===== config.mk =====
export PLATFORM = sky130hd
export DESIGN_NAME = vga_sprite_engine_flat
export DESIGN_NICKNAME = d
export VERILOG_FILES = /design/src/rtl/vga_sprite_pkg.sv /design/src/rtl/vga_sprite_engine_if.sv /design/src/rtl/vga_sprite_engine_hit.sv /design/src/rtl/vga_sprite_engine.sv /design/src/flat_wrapper.sv
export SDC_FILE = /design/constraint.sdc
export NUM_CORES = 2
export LEC_CHECK = 0
export ABC_AREA = 1
export BUFFER_PORTS_ARGS = -buffer_cell sky130_fd_sc_hd__clkbuf_2
export CORE_UTILIZATION = 55
export DETAILED_ROUTE_END_ITERATION = 16
export PLACE_DENSITY = 0.83
export SETUP_SLACK_MARGIN = 0.15
export SYNTH_ARGS = -nofsm -noshare
export SYNTH_HDL_FRONTEND = slang
export SYNTH_SLANG_ARGS = --single-unit

===== constraint.sdc =====
create_clock -name clk -period 18.65 [get_ports clk]
set_input_delay 3.73 -clock clk [delete_from_list [all_inputs] [get_ports clk]]
set_output_delay 3.73 -clock clk [all_outputs]
set_load 0.02 [all_outputs]

===== src/rtl/vga_sprite_pkg.sv =====
// Shared definitions for the sprite engine: register map offsets, flag bits,
// active-area limits and the per-slot register record.
package vga_sprite_pkg;

    localparam int HACTIVE = 1280;
    localparam int VACTIVE = 480;

    localparam logic [2:0] OFS_X_LO  = 3'd0;
    localparam logic [2:0] OFS_X_HI  = 3'd1;
    localparam logic [2:0] OFS_Y_LO  = 3'd2;
    localparam logic [2:0] OFS_Y_HI  = 3'd3;
    localparam logic [2:0] OFS_FRAME = 3'd4;
    localparam logic [2:0] OFS_FLAGS = 3'd5;

    localparam int CTRL_OFS   = 0;
    localparam int STATUS_OFS = 1;
    localparam int COLL_OFS   = 2;

    localparam int FLAG_EN     = 0;
    localparam int FLAG_FLIP_H = 1;
    localparam int FLAG_FLIP_V = 2;

    typedef struct packed {
        logic [10:0] x;
        logic [9:0]  y;
        logic [7:0]  frame;
        logic [2:0]  flags;
    } slot_regs_t;

    function automatic logic is_vblank_edge(input logic [10:0] h, input logic [9:0] v);
        return (h == 11'd0) && (v == 10'(VACTIVE));
    endfunction

endpackage


===== src/rtl/vga_sprite_engine_if.sv =====
// Avalon-MM slave register port of the sprite engine.
interface vga_sprite_engine_if #(
    parameter int ADDR_W = 7
);
    logic              chipselect;
    logic              write;
    logic              read;
    logic [ADDR_W-1:0] address;
    logic [7:0]        writedata;
    logic [7:0]        readdata;

    modport master (
        output chipselect, write, read, address, writedata,
        input  readdata
    );

    modport slave (
        input  chipselect, write, read, address, writedata,
        output readdata
    );
endinterface


===== src/rtl/vga_sprite_engine_hit.sv =====
// Per-slot bounding-box test against the current pixel, plus the texel
// coordinates inside the sprite after optional mirroring.
module sprite_hit_unit #(
    parameter int SPRITE_W = 16,
    parameter int SPRITE_H = 16,
    localparam int XW = $clog2(SPRITE_W),
    localparam int YW = $clog2(SPRITE_H)
) (
    input  logic [9:0]    px,
    input  logic [9:0]    py,
    input  logic [10:0]   x,
    input  logic [9:0]    y,
    input  logic          enable,
    input  logic          flip_h,
    input  logic          flip_v,
    output logic          hit,
    output logic [XW-1:0] rel_x,
    output logic [YW-1:0] rel_y
);

    logic signed [12:0] dx;
    logic signed [12:0] dy;

    always_comb begin
        // Signed differences wide enough that a sprite parked near x=2047 never aliases onto px 0..
        dx  = $signed({3'b000, px}) - $signed({2'b00, x});
        dy  = $signed({3'b000, py}) - $signed({3'b000, y});
        hit = enable && !dx[12] && (dx < 13'(SPRITE_W)) &&
              !dy[12] && (dy < 13'(SPRITE_H));
        rel_x = flip_h ? XW'(SPRITE_W - 1) - dx[XW-1:0] : dx[XW-1:0];
        rel_y = flip_v ? YW'(SPRITE_H - 1) - dy[YW-1:0] : dy[YW-1:0];
    end

endmodule


===== src/rtl/vga_sprite_engine.sv =====
// Hardware sprite overlay: double-buffered slot registers committed at vblank,
// priority pixel selection with a 2-cycle ROM lookup pipeline, collision flags.
module vga_sprite_engine
    import vga_sprite_pkg::*;
#(
    parameter int          NUM_SPRITES = 8,
    parameter int          SPRITE_W    = 16,
    parameter int          SPRITE_H    = 16,
    parameter int          NUM_FRAMES  = 16,
    parameter logic [23:0] TRANSPARENT = 24'h000000,
    localparam int         ADDR_W      = $clog2(8*NUM_SPRITES+8),
    localparam int         ROM_AW      = $clog2(NUM_FRAMES*SPRITE_W*SPRITE_H)
) (
    input  logic                clk,
    input  logic                reset,
    vga_sprite_engine_if.slave  bus,
    input  logic [10:0]         hcount,
    input  logic [9:0]          vcount,
    output logic [ROM_AW-1:0]   rom_address,
    input  logic [23:0]         rom_data,
    output logic [23:0]         sprite_rgb,
    output logic                sprite_on
);

    localparam int XW    = $clog2(SPRITE_W);
    localparam int YW    = $clog2(SPRITE_H);
    localparam int CBASE = 8*NUM_SPRITES;
    localparam int NCOLL = NUM_SPRITES/8;

    slot_regs_t shadow [NUM_SPRITES];
    slot_regs_t active [NUM_SPRITES];
    logic       commit_pending;

    logic [NUM_SPRITES-1:0] coll_work;
    logic [NUM_SPRITES-1:0] coll_latched;

    logic              vblank_edge;
    logic              wr_en;
    logic              in_slots;
    logic              ctrl_set;
    logic [ADDR_W-4:0] slot_idx;
    logic [2:0]        reg_k;
    logic [7:0]        rd_mux;

    assign vblank_edge = is_vblank_edge(hcount, vcount);
    assign wr_en       = bus.chipselect && bus.write;
    assign in_slots    = bus.address < ADDR_W'(CBASE);
    assign slot_idx    = bus.address[ADDR_W-1:3];
    assign reg_k       = bus.address[2:0];
    assign ctrl_set    = wr_en && (bus.address == ADDR_W'(CBASE + CTRL_OFS)) && bus.writedata[0];

    // Register file: bus writes land in shadow only; active follows at a committed vblank edge.
    // Nonblocking semantics give active the pre-write shadow when a write meets a commit.
    always_ff @(posedge clk or posedge reset) begin
        if (reset) begin
            for (int s = 0; s < NUM_SPRITES; s++) begin
                shadow[s] <= '0;
                active[s] <= '0;
            end
            commit_pending <= 1'b0;
        end else begin
            if (vblank_edge && commit_pending) begin
                for (int s = 0; s < NUM_SPRITES; s++) begin
                    active[s] <= shadow[s];
                end
            end
            if (ctrl_set) begin
                commit_pending <= 1'b1;
            end else if (vblank_edge) begin
                commit_pending <= 1'b0;
            end
            if (wr_en && in_slots) begin
                for (int s = 0; s < NUM_SPRITES; s++) begin
                    if (slot_idx == (ADDR_W-3)'(s)) begin
                        case (reg_k)
                            OFS_X_LO:  shadow[s].x[7:0]  <= bus.writedata;
                            OFS_X_HI:  shadow[s].x[10:8] <= bus.writedata[2:0];
                            OFS_Y_LO:  shadow[s].y[7:0]  <= bus.writedata;
                            OFS_Y_HI:  shadow[s].y[9:8]  <= bus.writedata[1:0];
                            OFS_FRAME: shadow[s].frame   <= bus.writedata;
                            OFS_FLAGS: shadow[s].flags   <= bus.writedata[2:0];
                            default:   ;
                        endcase
                    end
                end
            end
        end
    end

    always_comb begin
        rd_mux = '0;
        if (in_slots) begin
            for (int s = 0; s < NUM_SPRITES; s++) begin
                if (slot_idx == (ADDR_W-3)'(s)) begin
                    case (reg_k)
                        OFS_X_LO:  rd_mux = shadow[s].x[7:0];
                        OFS_X_HI:  rd_mux = {5'b0, shadow[s].x[10:8]};
                        OFS_Y_LO:  rd_mux = shadow[s].y[7:0];
                        OFS_Y_HI:  rd_mux = {6'b0, shadow[s].y[9:8]};
                        OFS_FRAME: rd_mux = shadow[s].frame;
                        OFS_FLAGS: rd_mux = {5'b0, shadow[s].flags};
                        default:   rd_mux = '0;
                    endcase
                end
            end
        end else if (bus.address == ADDR_W'(CBASE + STATUS_OFS)) begin
            rd_mux = {7'b0, commit_pending};
        end else begin
            for (int j = 0; j < NCOLL; j++) begin
                if (bus.address == ADDR_W'(CBASE + COLL_OFS + j)) begin
                    rd_mux = coll_latched[8*j +: 8];
                end
            end
        end
    end

    always_ff @(posedge clk or posedge reset) begin
        if (reset) begin
            bus.readdata <= '0;
        end else if (bus.read && bus.chipselect) begin
            bus.readdata <= rd_mux;
        end
    end

    // ---- stage 1: register the incoming beam position ----
    logic [9:0] px_p1;
    logic [9:0] py_p1;
    logic       vld_p1;

    always_ff @(posedge clk or posedge reset) begin
        if (reset) begin
            px_p1  <= '0;
            py_p1  <= '0;
            vld_p1 <= 1'b0;
        end else begin
            px_p1  <= hcount[10:1];
            py_p1  <= vcount;
            vld_p1 <= (hcount < 11'(HACTIVE)) && (vcount < 10'(VACTIVE));
        end
    end

    logic [NUM_SPRITES-1:0] hit;
    logic [XW-1:0]          rel_x [NUM_SPRITES];
    logic [YW-1:0]          rel_y [NUM_SPRITES];

    for (genvar s = 0; s < NUM_SPRITES; s++) begin : g_hit
        sprite_hit_unit #(
            .SPRITE_W (SPRITE_W),
            .SPRITE_H (SPRITE_H)
        ) u_hit (
            .px     (px_p1),
            .py     (py_p1),
            .x      (active[s].x),
            .y      (active[s].y),
            .enable (active[s].flags[FLAG_EN]),
            .flip_h (active[s].flags[FLAG_FLIP_H]),
            .flip_v (active[s].flags[FLAG_FLIP_V]),
            .hit    (hit[s]),
            .rel_x  (rel_x[s]),
            .rel_y  (rel_y[s])
        );
    end

    // ---- stage 2: priority select, ROM address presented for the output cycle ----
    logic              sel_any;
    logic [ROM_AW-1:0] sel_addr;
    logic              multi_hit;

    always_comb begin
        sel_addr = '0;
        // Walk downwards so the lowest-index covering slot is the one left standing.
        for (int s = NUM_SPRITES - 1; s >= 0; s--) begin
            if (hit[s]) begin
                sel_addr = ROM_AW'({active[s].frame, rel_y[s], rel_x[s]});
            end
        end
        sel_any     = vld_p1 && (hit != '0);
        rom_address = sel_any ? sel_addr : '0;
        multi_hit   = (hit & (hit - NUM_SPRITES'(1))) != '0;
    end

    always_ff @(posedge clk or posedge reset) begin
        if (reset) begin
            coll_work    <= '0;
            coll_latched <= '0;
        end else if (vblank_edge) begin
            coll_latched <= coll_work;
            coll_work    <= '0;
        end else if (vld_p1 && multi_hit) begin
            coll_work <= coll_work | hit;
        end
    end

    logic vld_p2;

    always_ff @(posedge clk or posedge reset) begin
        if (reset) begin
            vld_p2 <= 1'b0;
        end else begin
            vld_p2 <= sel_any;
        end
    end

    // ---- output: ROM texel arrives this cycle; key colour reads as no sprite ----
    always_comb begin
        sprite_on  = vld_p2 && (rom_data != TRANSPARENT);
        sprite_rgb = sprite_on ? rom_data : 24'h000000;
    end

endmodule


===== src/flat_wrapper.sv =====
// flat-port wrapper written by rule: the top's interface ports become plain ports
module vga_sprite_engine_flat import vga_sprite_pkg::*;
#(
    parameter int          NUM_SPRITES = 8,
    parameter int          SPRITE_W    = 16,
    parameter int          SPRITE_H    = 16,
    parameter int          NUM_FRAMES  = 16,
    parameter logic [23:0] TRANSPARENT = 24'h000000,
    localparam int         ADDR_W      = $clog2(8*NUM_SPRITES+8),
    localparam int         ROM_AW      = $clog2(NUM_FRAMES*SPRITE_W*SPRITE_H)
)
  (clk, reset, hcount, vcount, rom_address, rom_data, sprite_rgb, sprite_on, bus_chipselect, bus_write, bus_read, bus_address, bus_writedata, bus_readdata);
  vga_sprite_engine_if bus_i ();
  input  logic clk;
  input  logic reset;
  input  logic [10:0] hcount;
  input  logic [9:0] vcount;
  output logic [ROM_AW-1:0] rom_address;
  input  logic [23:0] rom_data;
  output logic [23:0] sprite_rgb;
  output logic sprite_on;
  input wire logic [$bits(bus_i.chipselect)-1:0] bus_chipselect;
  input wire logic [$bits(bus_i.write)-1:0] bus_write;
  input wire logic [$bits(bus_i.read)-1:0] bus_read;
  input wire logic [$bits(bus_i.address)-1:0] bus_address;
  input wire logic [$bits(bus_i.writedata)-1:0] bus_writedata;
  output wire logic [$bits(bus_i.readdata)-1:0] bus_readdata;
  assign bus_i.chipselect = bus_chipselect;
  assign bus_i.write = bus_write;
  assign bus_i.read = bus_read;
  assign bus_i.address = bus_address;
  assign bus_i.writedata = bus_writedata;
  assign bus_readdata = bus_i.readdata;
  vga_sprite_engine #(.NUM_SPRITES(NUM_SPRITES), .SPRITE_W(SPRITE_W), .SPRITE_H(SPRITE_H), .NUM_FRAMES(NUM_FRAMES), .TRANSPARENT(TRANSPARENT)) u_core (.clk(clk), .reset(reset), .bus(bus_i), .hcount(hcount), .vcount(vcount), .rom_address(rom_address), .rom_data(rom_data), .sprite_rgb(sprite_rgb), .sprite_on(sprite_on));
endmodule

==> out/results.txt <==
Setup Skew = 32.48 ps
Vias post-DR = 30,690
Final instance area = 0.03569 sq mm
Tcrit/Tclk final = 0.5056
Syn Std Cell Area = 0.03275 sq mm
Maximum vdd drop = 85.02 uV
WS Path Type = register to output port
Crit-path max cell delay = 800 ps
# fillers = 5,075
Hold/Removal Path Class = register to register
Core area = 0.05891 sq mm
CTS tree = built
Antenna-violating nets left = 0
Vias in the first global route = 28,170
DP Wirelength = 75,070 microns
Clock Path Buffers = 3
Post-synth top area cell = dfrtp_1
Top Ports = 110
Area growth syn-to-layout = 8.998%
Static leakage = 0.01718 uW
Row Count = 89
Initial core utilization = 0.5559
Commonest cells post-synth = nand2_1, inv_1, o21ai_0, dfrtp_1, nor2_1
Ys flop type = dfrtp_1
Met1 usage = 0.4938
Placed Cells = 5,183
Met2 usage = 0.5052
Critical Path Sink Type = output port
Worst path cell trace = inv_1 -> ha_1 -> inv_1 -> fa_1 -> nand3_1 -> nand2_1 -> nand2_1 -> nand3_1 -> nand3_1 -> nor2_1 -> nand2_1 -> nor2_1 -> nand4_1 -> nand2_2 -> nor2_1 -> nand2_1 -> o31ai_1 -> inv_2 -> nand2_1 -> a21oi_2 -> clkbuf_2
Drc violations = 0
Endpoints failing hold = 0
H-tree depth = 2
Initial antenna violation count = 5
Most common cell in the netlist = nand2_1
Max_slew headroom = 0.2027
Final #Nets = 4,708
Yosys Warn Count = 0
CTS Hold Bufs = 0
CTS buffer count = 55
Final WL = 104,800 microns
Vias per cell = 5.808
CTS root buffer = clkbuf_16
Max Slew Vio Count = 0
Clk_lat worst skew = 630 ps
RSZ-0062 raised after global routing = false
Tot GR Track Use = 0.3469
Layout cells sized above 1 = 0.08095
Die width = 246.0 microns
Final setup viols = 0
FF+latch count, synth = 527
Die area = 0.06052 sq mm
Post-synth EDFFs = 0
Detailed Route Iter0 Violations = 4,114
CP most frequent cell = nand2_1
Clock sinks = 527
Die height = 246.0 microns
Worst Max-Slew Pin Slew = 1196 ps
CP required = 14,920 ps
Largest net degree at the start of global routing = 180
Max Cap Viol = 0
Mapped Nets = 4,664
Syn avg cell area = 7.404 sq um
Gr busiest metal = met2
Yosys cell types = 59
Final total power = 2581 uW
Drt wl/cell = 19.84 microns
Total grt overflow = 0
Max frequency = 106.1 MHz
Gpl congestion = 1.036
Critical path fanouts, max = 23
CP max stage cell = o31ai_1
Status = finished, final reports clean
First-pass GRT wire length = 160,400 microns
Async SR Flop Fraction = 1.000
Drt pass-1 iters = 9
CP Launch Type = register
Syn Inst Count = 4,423
Post-synthesis sequential area ratio = 0.4027
Setup TNS Final = 0 ps
Final cell count without fillers = 5,285
CTS resizes = 0
Synth top area cells = dfrtp_1, nand2_1, o21ai_0, inv_1, ha_1
Port bufs = 109
PD cells = 72.30 mW/mm^2
CP arrival = 5700 ps
Yosys top cell area share = 0.4027
GR Layer Usage met3 = 0.08900
CTS clk-pin slew, worst paths = 60 ps
Min Tclk post-route = 9429 ps
Post-CTS setup buffer count = 0
Area after DPL = 0.03388 sq mm
## layer usage
| metal | share of wire | vias up |
|---|---|---|
| li1 | - | 14320 |
| met1 | 0.41 | 14370 |
| met2 | 0.42 | 1735 |
| met3 | 0.13 | 263 |
| met4 | 0.040 | 4 |
| met5 | 0.00019 | - |
## power breakdown
| part | switching (uW) | internal [uW] | leakage [uW] | total [uW] |
|---|---|---|---|---|
| registers | 27.9 | 1160 | 0.00719 | 1190 |
| logic | 194 | 88.1 | 0.00911 | 283 |
| clock network | 483 | 623 | 0.000883 | 1110 |
| total | 706 | 1870 | 0.0172 | 2580 |
## sequential cells by signal, indices dropped and copies added (netlist names)
name / cells
u_core.commit_pending: 1
u_core.py_p1: 10
u_core.vld_p2: 1
u_core.active: 224
u_core.coll_latched: 8
u_core.vld_p1: 1
u_core.coll_work: 8
u_core.px_p1: 10
u_core.bus.readdata: 8
u_core.shadow: 256
## path summary, 6_finish.rpt
check                                               from                             end  slack [ps]  cells past startpoint
setup / recovery               u_core.px_p1[0]$_DFF_PP0_                 rom_address[11]        9220                     21
hold / removal             u_core.active[15]$_DFFE_PP0P_   u_core.active[15]$_DFFE_PP0P_         470                      2
setup reg to reg               u_core.px_p1[0]$_DFF_PP0_         u_core.vld_p2$_DFF_PP0_       13740                     18
hold reg to reg            u_core.active[15]$_DFFE_PP0P_   u_core.active[15]$_DFFE_PP0P_         470                      2
max in group asynchronous                          reset   u_core.active[65]$_DFFE_PP0P_       13000                      4
min in group asynchronous                          reset  u_core.shadow[225]$_DFFE_PP0P_        3280                      2
## area by class of cell
type                    instances  area [sq um]  area share
inverters                     717          2704     0.07575
flip-flops and latches        527         13190      0.3695
repair buffers                138         775.7     0.02173
clock buffers                  78          1584     0.04438
clock inverters                21         217.7    0.006099
diodes                          3         7.507   0.0002103
multi-input cells            3028         16250      0.4553
well taps                     773         967.2     0.02710
## cell families after synthesis
logic type      synth area share
xor+xnor                 0.03103
simple gates              0.2438
buf+inv                   0.1015
fa+ha+maj                0.07092
compound gates            0.1383
flops                     0.4027
mux                      0.01169
## layout by cell type, fill, tap and decap left out, types with 9 or more instances in the layout
cell type     n
o21ai_0     534
nor2_2       15
o21bai_1     17
clkbuf_16    56
inv_1       706
o221ai_1     23
a21oi_2      16
clkbuf_1     12
nand2_1    1253
o31ai_1       9
a221oi_1     15
o22ai_1      58
a31oi_1      10
buf_4        28
mux2_2       34
ha_1        160
nor2_1      227
a21oi_1     102
xnor2_1      59
nand3_2      14
nand3b_1     26
fa_1         16
clkbuf_2    109
clkinv_2     12
or2_2        10
nand2_2      21
nand4_1      71
nand3_1     179
clkbuf_8     10
nor3_1       35
dfrtp_1     527
xor2_1       57
## metrics by stage
step | setup WS (ps) | util | hold WS, ps
after floorplan | 194.9 | - | 441.9
after global placement | 9506 | 0.5752 | 457.2
after detailed placement | 9537 | 0.5752 | 459.2
after CTS | 9527 | 0.6058 | 474.6
after global routing | 9111 | 0.6058 | 491.9
final | 9221 | 0.6059 | 471.7
## critical path, delay by kind of cell (launching register included)
| family | cells | cell delay [ps] |
|---|---|---|
| buf+inv | 4 | 1230 |
| flops | 1 | 360 |
| fa+ha+maj | 2 | 770 |
| compound gates | 2 | 860 |
| simple gates | 13 | 1860 |
No activity file was read; power rests on OpenSTA's default activity.
